--- src/rtl/fdiv_iter.sv ---
// Iterative IEEE-754 single-precision divider: restoring division producing one
// quotient bit per cycle, round-to-nearest-even, denormals flushed to zero.
module fdiv_iter (
  input  logic        clk,
  input  logic        rst_n,
  input  logic        in_valid_i,
  output logic        in_ready_o,
  input  logic [31:0] x1_i,
  input  logic [31:0] x2_i,
  output logic        out_valid_o,
  input  logic        out_ready_i,
  output logic [31:0] y_o,
  output logic        ovf_o,
  output logic        udf_o
);
  localparam int QBITS = 26;

  typedef enum logic [1:0] {IDLE, DIV, ROUND, DONE} state_e;

  state_e             state_q, state_d;
  logic [4:0]         cnt_q;
  logic [QBITS-1:0]   q_q;
  logic [24:0]        r_q;
  logic [23:0]        m2_q;
  logic               sign_q;
  logic signed [9:0]  exp_q;
  logic               spec_q;
  logic [31:0]        spec_y_q;
  logic               spec_ovf_q;
  logic [31:0]        y_q;
  logic               ovf_q;
  logic               udf_q;
  logic               out_valid_q;

  logic               accept;
  logic               out_hs;
  logic               sign_in;
  logic               a_zero, b_zero, a_inf, b_inf;
  logic               special;
  logic [31:0]        special_y;
  logic               special_ovf;

  assign accept  = (state_q == IDLE) && in_valid_i;
  assign out_hs  = out_valid_q && out_ready_i;
  assign sign_in = x1_i[31] ^ x2_i[31];
  assign a_zero  = (x1_i[30:23] == 8'h00);
  assign b_zero  = (x2_i[30:23] == 8'h00);
  assign a_inf   = (x1_i[30:23] == 8'hFF);
  assign b_inf   = (x2_i[30:23] == 8'hFF);

  // Operands that bypass the divider; infinities/NaNs dominate, then 0/0.
  always_comb begin
    special     = 1'b1;
    special_y   = {sign_in, 8'hFF, 23'd0};
    special_ovf = 1'b1;
    if (a_inf || b_inf) begin
      special_y = {sign_in, 8'hFF, 23'd0};
    end else if (a_zero && b_zero) begin
      special_y = 32'h7FC0_0000;
    end else if (b_zero) begin
      special_y = {sign_in, 8'hFF, 23'd0};
    end else if (a_zero) begin
      special_y   = {sign_in, 31'd0};
      special_ovf = 1'b0;
    end else begin
      special = 1'b0;
    end
  end

  // One restoring step: remainder stays below 2*m2, so 25 bits suffice.
  logic [25:0] r_diff;
  logic        q_bit;
  logic [24:0] r_step;
  assign r_diff = {1'b0, r_q} - {2'b00, m2_q};
  assign q_bit  = ~r_diff[25];
  assign r_step = q_bit ? r_diff[24:0] : r_q;

  logic               q_top;
  logic [23:0]        mant_pre;
  logic               guard, sticky, inc;
  logic [24:0]        mant_sum;
  logic [23:0]        mant_fin;
  logic signed [9:0]  bias;
  logic signed [9:0]  exp_r;
  logic [31:0]        round_y;
  logic               round_ovf, round_udf;

  always_comb begin
    q_top    = q_q[QBITS-1];
    mant_pre = q_top ? q_q[25:2] : q_q[24:1];
    guard    = q_top ? q_q[1] : q_q[0];
    sticky   = (q_top & q_q[0]) | (r_q != 25'd0);
    inc      = guard & (sticky | mant_pre[0]);
    mant_sum = {1'b0, mant_pre} + {24'd0, inc};
    mant_fin = mant_sum[24] ? 24'h80_0000 : mant_sum[23:0];
    bias     = q_top ? 10'sd127 : 10'sd126;
    exp_r    = exp_q + bias + $signed({9'd0, mant_sum[24]});
    round_y   = {sign_q, exp_r[7:0], mant_fin[22:0]};
    round_ovf = 1'b0;
    round_udf = 1'b0;
    if (exp_r >= 10'sd255) begin
      round_y   = {sign_q, 8'hFF, 23'd0};
      round_ovf = 1'b1;
    end else if (exp_r <= 10'sd0) begin
      round_y   = {sign_q, 31'd0};
      round_udf = 1'b1;
    end
  end

  always_ff @(posedge clk or negedge rst_n) begin
    if (!rst_n) begin
      state_q <= IDLE;
    end else begin
      state_q <= state_d;
    end
  end

  always_comb begin
    state_d = state_q;
    case (state_q)
      IDLE:    if (in_valid_i) state_d = special ? ROUND : DIV;
      DIV:     if (cnt_q == 5'(QBITS - 1)) state_d = ROUND;
      ROUND:   state_d = DONE;
      DONE:    if (out_hs) state_d = IDLE;
      default: state_d = IDLE;
    endcase
  end

  always_comb begin
    in_ready_o  = (state_q == IDLE);
    out_valid_o = out_valid_q;
    y_o         = y_q;
    ovf_o       = ovf_q;
    udf_o       = udf_q;
  end

  always_ff @(posedge clk or negedge rst_n) begin
    if (!rst_n) begin
      cnt_q       <= 5'd0;
      q_q         <= '0;
      r_q         <= 25'd0;
      m2_q        <= 24'd0;
      sign_q      <= 1'b0;
      exp_q       <= 10'sd0;
      spec_q      <= 1'b0;
      spec_y_q    <= 32'd0;
      spec_ovf_q  <= 1'b0;
      y_q         <= 32'd0;
      ovf_q       <= 1'b0;
      udf_q       <= 1'b0;
      out_valid_q <= 1'b0;
    end else begin
      // The result is registered once more after DONE is entered.
      out_valid_q <= (state_q == DONE) && !out_hs;
      case (state_q)
        IDLE: begin
          if (accept) begin
            sign_q     <= sign_in;
            exp_q      <= $signed({2'b00, x1_i[30:23]}) - $signed({2'b00, x2_i[30:23]});
            r_q        <= {2'b01, x1_i[22:0]};
            m2_q       <= {1'b1, x2_i[22:0]};
            q_q        <= '0;
            cnt_q      <= 5'd0;
            spec_q     <= special;
            spec_y_q   <= special_y;
            spec_ovf_q <= special_ovf;
          end
        end
        DIV: begin
          q_q   <= {q_q[QBITS-2:0], q_bit};
          r_q   <= {r_step[23:0], 1'b0};
          cnt_q <= cnt_q + 5'd1;
        end
        ROUND: begin
          y_q   <= spec_q ? spec_y_q : round_y;
          ovf_q <= spec_q ? spec_ovf_q : round_ovf;
          udf_q <= spec_q ? 1'b0 : round_udf;
        end
        DONE: begin
          if (out_hs) begin
            ovf_q <= 1'b0;
            udf_q <= 1'b0;
          end
        end
        default: ;
      endcase
    end
  end
endmodule
--- config.mk ---
export PLATFORM = sky130hd
export DESIGN_NAME = fdiv_iter
export DESIGN_NICKNAME = d
export VERILOG_FILES = /design/src/rtl/fdiv_iter.sv
export SDC_FILE = /design/constraint.sdc
export NUM_CORES = 1
export LEC_CHECK = 0
export CAP_MARGIN = 20
export CORE_MARGIN = 4
export CORE_UTILIZATION = 50
export CTS_BUF_LIST = sky130_fd_sc_hd__clkbuf_4 sky130_fd_sc_hd__clkbuf_8
export CTS_CLUSTER_SIZE = 20
export DETAILED_ROUTE_END_ITERATION = 8
export GPL_TIMING_DRIVEN = 0
export PLACE_DENSITY = 0.74
export SLEW_MARGIN = 20
export SYNTH_ARGS = -nofsm -noshare
export SYNTH_HDL_FRONTEND = slang
export SYNTH_SLANG_ARGS = --single-unit
--- constraint.sdc ---
create_clock -name clk -period 8.3 [get_ports clk]
set_clock_uncertainty 0.15 [all_clocks]
set_input_delay 0.83 -clock clk [delete_from_list [all_inputs] [get_ports clk]]
set_output_delay 0.83 -clock clk [all_outputs]
set_load 0.01 [all_outputs]
# Word-level counts from Yosys, hierarchy flattened
# Cells that the tools add are included.
# totals
word_cells	93
ff_bits	162
out_inout_bits	36
in_bits	68
# op_classes
eq_ne	10
muxes	39
n_bitwise	6
addsub	6
n_reduce_logical	16
magnitude_cmp	2
# ops
cell	count
$mux 31	4
$mux 32	3
$pmux 26 s2	1
$pmux 25 s2	1
$mux 24	2
$mux 26	1
$sub 25x24->26	1
$add 24x1->25	1
$mux 25	1
$reduce_bool 25->1	1
$mux 23	1
$eq 8x8->1 const B	2
$logic_not 8->1	2
$mux 1	16
$add 10x2->10	1
$add 10x8->10	1
$ge 10x9->1 const B	1
$le 10x1->1 const B	1
$pmux 5 s2	1
$sub 8x8->9	1
$mux 2	4
$pmux 2 s4	1
$ne 2x2->1 const B	3
$reduce_and 2->1	3
other kinds (17)	25

# Depth between registers and ports, before layout
# depth
depth_word	11
depth_mapped	25
ltp_nobuf	20

# Least setup slack after synthesis
# OpenSTA, ideal clock, no wires.
# synth_path
path_kind	register to register
from	register q_q[25]
to	register y_q[12] (netlist: y_o[12])
period_less_slack_ns	5.036
path_slack_ns	3.264
path_buffers	5
arrival_time_ns	4.808
setup_ns	0.078
path_stages_with_launch	25
required_time_ns	8.072
path_cell_list	dfrtp_1 -> buf_6 -> clkbuf_1 -> buf_1 -> nand2_1 -> a21boi_0 -> ha_1 -> and2_1 -> o2111ai_2 -> nor3_4 -> nand2_2 -> nor3b_4 -> nand3_2 -> nor2_4 -> fa_1 -> inv_1 -> ha_1 -> clkbuf_1 -> nand3_1 -> o21ai_0 -> xnor2_1 -> o41ai_4 -> or3_1 -> buf_4 -> o2bb2ai_1
# synth_between
elab_chain_cells	10
word_cells_on_any_way	16
classes_between	3 x add/sub; 2 x order compare; 7 x mux; 4 x bitwise
# synth_lines
item	line_no	rtl
start: declaration	22	logic [QBITS-1:0] q_q;
start signal: assignment	170	q_q <= {q_q[QBITS-2:0], q_bit};
$and 1x1->1	92	sticky = (q_top & q_q[0]) | (r_q != 25'd0);
$or 1x1->1	92	
$or 1x1->1	93	inc = guard & (sticky | mant_pre[0]);
$and 1x1->1	93	
$add 24x1->25	94	mant_sum = {1'b0, mant_pre} + {24'd0, inc};
$add 10x2->10	97	exp_r = exp_q + bias + $signed({9'd0, mant_sum[24]});
$le 10x1->1	104	end else if (exp_r <= 10'sd0) begin
$mux 31	104	
$mux 31 (*)	101	if (exp_r >= 10'sd255) begin
$mux 32 (*)	175	y_q <= spec_q ? spec_y_q : round_y;
end signal: assignment	175	
end: declaration	30	logic [31:0] y_q;
# Mark *: on every way between the ends. The rest lies on a longest branch, timed or not.
# A chain may end at the register's enable or synchronous reset.

# Worst setup path in the final report
# layout_path
from	register q_q[25]
to	register y_q[1] (netlist: y_o[1])
# The elaborated chain is that of the path after synthesis.

==> impl_metrics.yaml <==
place:
  gp_congestion: 0.8963
  portBuffers: 103
  place_ws_ns: 2.148
  dp_hpwl_um: 15110
  dp_cells: 1216
drt:
  first_pass_iters: 5
  drc_errors: 0
  postRouteAntennaNets: 0
  initialDrtViolationCount: 570
  vias: 7047
  routedWlPerCell_um: 16.21
  wl_um: 20180
  vias_per_cell: 5.660
clocking:
  tritoncts: "done"
  holdBufCountCts: 0
  numCtsBuffers: 17
  cts_resized: 0
  cts.htree.levels: 4
  clockBufferDepth: 2
  cts.clk_slew.worst_paths_ns: 0.07
  clkLatencyLatePin_ns: 0.45
  clockRootBuffer: "clkbuf_8"
  clkSinkCount: 131
  post_cts_buffers: 0
worst_setup_path:
  reg2reg_depth: 25
  path_delay_family: "simple AND/OR/NAND/NOR gates"
  crit_type: "flip-flop to flip-flop"
  rrSetupSlack_ns: 2.06
  cp_slowest_stage_delay_ns: 0.55
  cpMaxStageDelayCell: "buf_1"
  cp.required_ns: 8.52
  cp-start-kind: "flip-flop"
  cp.depth: 25
  crit_path_end_kind: "flip-flop"
  crit_buf_inv: 6
  critPathMaxFanout: 10
  crit_arrival_ns: 6.46
timing:
  fin_tns_setup_ns: 0
  rsz0062_at_grt: "false"
  period_share: 0.7517
  layout_setup_ws_ns: 2.061
  finalSetupViolCount: 0
  tightest_slew_ns: 0.6723
  hold_violations: 0
  max_freq_ghz: 0.1603
  drv_slew: 0
  fin_crit_ns: 6.239
  max_slew_margin: 0.5518
finish:
  regArea_um2: 3278
  antenna_cells: 0
  multi_input_area_um2: 4621
  fin_cells: 1245
  fin_nets: 1130
  fillers: 1411
  area_delta_synth_final_pct: 20.78
  drive_gt1_frac: 0.08649
yosys:
  synth_warnings: 0
  yosys.area.top_type: "dfrtp_1"
  synth-seq-cells: 131
  yosys.cell_count.top_type: "dfrtp_1"
  syn_nets: 1007
  synth_cell_types: 70
  synthTopCellsByArea: "dfrtp_1 39%, ha_1 6.0%, a22o_1 4.3%"
  synth_ff_type: "dfrtp_1"
  synth_seq_area_share: 0.3936
  netlist_area_um2: 8328
  synth_top_area_share: 0.3936
  synth.top_cells.by_count: "131 x dfrtp_1, 77 x nand2_1, 71 x o21ai_0"
  ys_async_sr_fraction: 1.000
  synth_edf_count: 0
  avgSynthCellArea_um2: 9.295
  syn_inst: 896
grt:
  antenna_found_initial: 0
  grt_usage: 0.2238
  grt_pass1_vias: 6810
  grt_start_max_net_pins: 98
  grt-ovfl-total: 0
  grt_pass1_wl_um: 33480
floorplan:
  ios: 104
  start_util: 0.5168
  core_area_um2: 16120
  dieWidth_um: 137.1
  design.die.area_um2: 18790
  num_rows: 46
  die_h_um: 137.1
power_and_ir_drop:
  seq_power_share: 0.281
  p_sw_frac: 0.4392
  clkPwrFrac: 0.150
  p_switching_mw: 1.635
  p_leak_nw: 4.414
  power.total_mw: 3.723
  power_density_nw_per_um2: 370.1
  power_frac_comb: 0.569
  vdd_drop_max_v: 0.0002231
  p_int_mw: 2.088
hold_path:
  hold_class: "input pin to asynchronous set/reset pin"
job:
  maxCapViolCount: 0
run_status:
  outcome: "finished clean"
[cells by family after synthesis]
group	Yosys count	synth area share
xor+xnor	65	0.06836
fa+ha+maj	43	0.06731
flops	131	0.3936
simple gates	243	0.1487
compound gates	267	0.2153
buf+inv	105	0.05153
mux	42	0.05514
[stage by stage]
stage            util  hold WS (ns)  cell area (µm²)
3_3_place_gp   0.5975        0.3050             9629
6_report       0.6241       0.08715            10060
4_1_cts        0.6241       0.08249            10060
2_1_floorplan       -        0.2675             8328
5_1_grt        0.6241       0.08624            10060
3_5_place_dp   0.5995        0.3166             9662
[layout make-up]
cell class,instances,share of cell area
Multi-Input combinational cell,660,0.4594
Inverter,53,0.01978
Clock buffer,23,0.02898
Tap cell,216,0.02687
Buffer,52,0.02289
Timing Repair Buffer,104,0.1057
Clock inverter,6,0.01045
Sequential cell,131,0.3259
[cells in the final DEF (no fill, tap or decap), types with 12 or more instances in the layout]
cell             instances
a21o_1                  15
a21oi_1                 53
a22o_1                  41
a22oi_1                 15
a31oi_1                 14
clkbuf_1                33
clkbuf_8                19
clkdlybuf4s50_1        102
dfrtp_1                131
ha_1                    40
inv_1                   52
mux2_2                  27
mux2i_1                 14
nand2_1                 77
nand3_1                 19
nand4_1                 12
nor2_1                  57
nor2b_1                 12
o21ai_0                 71
xnor2_1                 34
xor2_1                  31
[path summary, 6_finish.rpt]
path,start,endpoint
max in group asynchronous,rst_n,m2_q[21]
hold / removal,rst_n,y_o[19]
setup / recovery,q_q[25],y_o[1]
setup reg to reg,q_q[25],y_o[1]
min in group clk,m2_q[23],m2_q[23]
hold reg to reg,m2_q[23],m2_q[23]
[power groups by stage]
stage	registers (mW)	logic (mW)	clock network (mW)
2_1_floorplan	1.01	1.57	0
3_3_place_gp	1.05	2.05	0
3_5_place_dp	1.05	2.09	0
4_1_cts	1.04	2.11	0.568
5_1_grt	1.08	2.37	0.601
6_report	1.04	2.12	0.559
[per-layer routing]
metal | up-vias | track usage | share of wire
met5 | - | 0 | 0
met4 | 0 | 0.07483 | 0.020
met3 | 33 | 0.04044 | 0.045
met2 | 178 | 0.3738 | 0.49
met1 | 3378 | 0.2939 | 0.44
li1 | 3458 | - | -
[sequential cells by signal (all words and copies together), names as in the netlist]
| name | flops |
|---|---|
| cnt_q | 5 |
| exp_q | 9 |
| m2_q | 24 |
| out_valid_o | 1 |
| ovf_o | 1 |
| q_q | 26 |
| r_q | 25 |
| sign_q | 1 |
| spec_q | 1 |
| spec_y_q | 3 |
| state_q | 2 |
| udf_o | 1 |
| y_o | 32 |
Note: power is estimated with default switching activity, not from simulation.
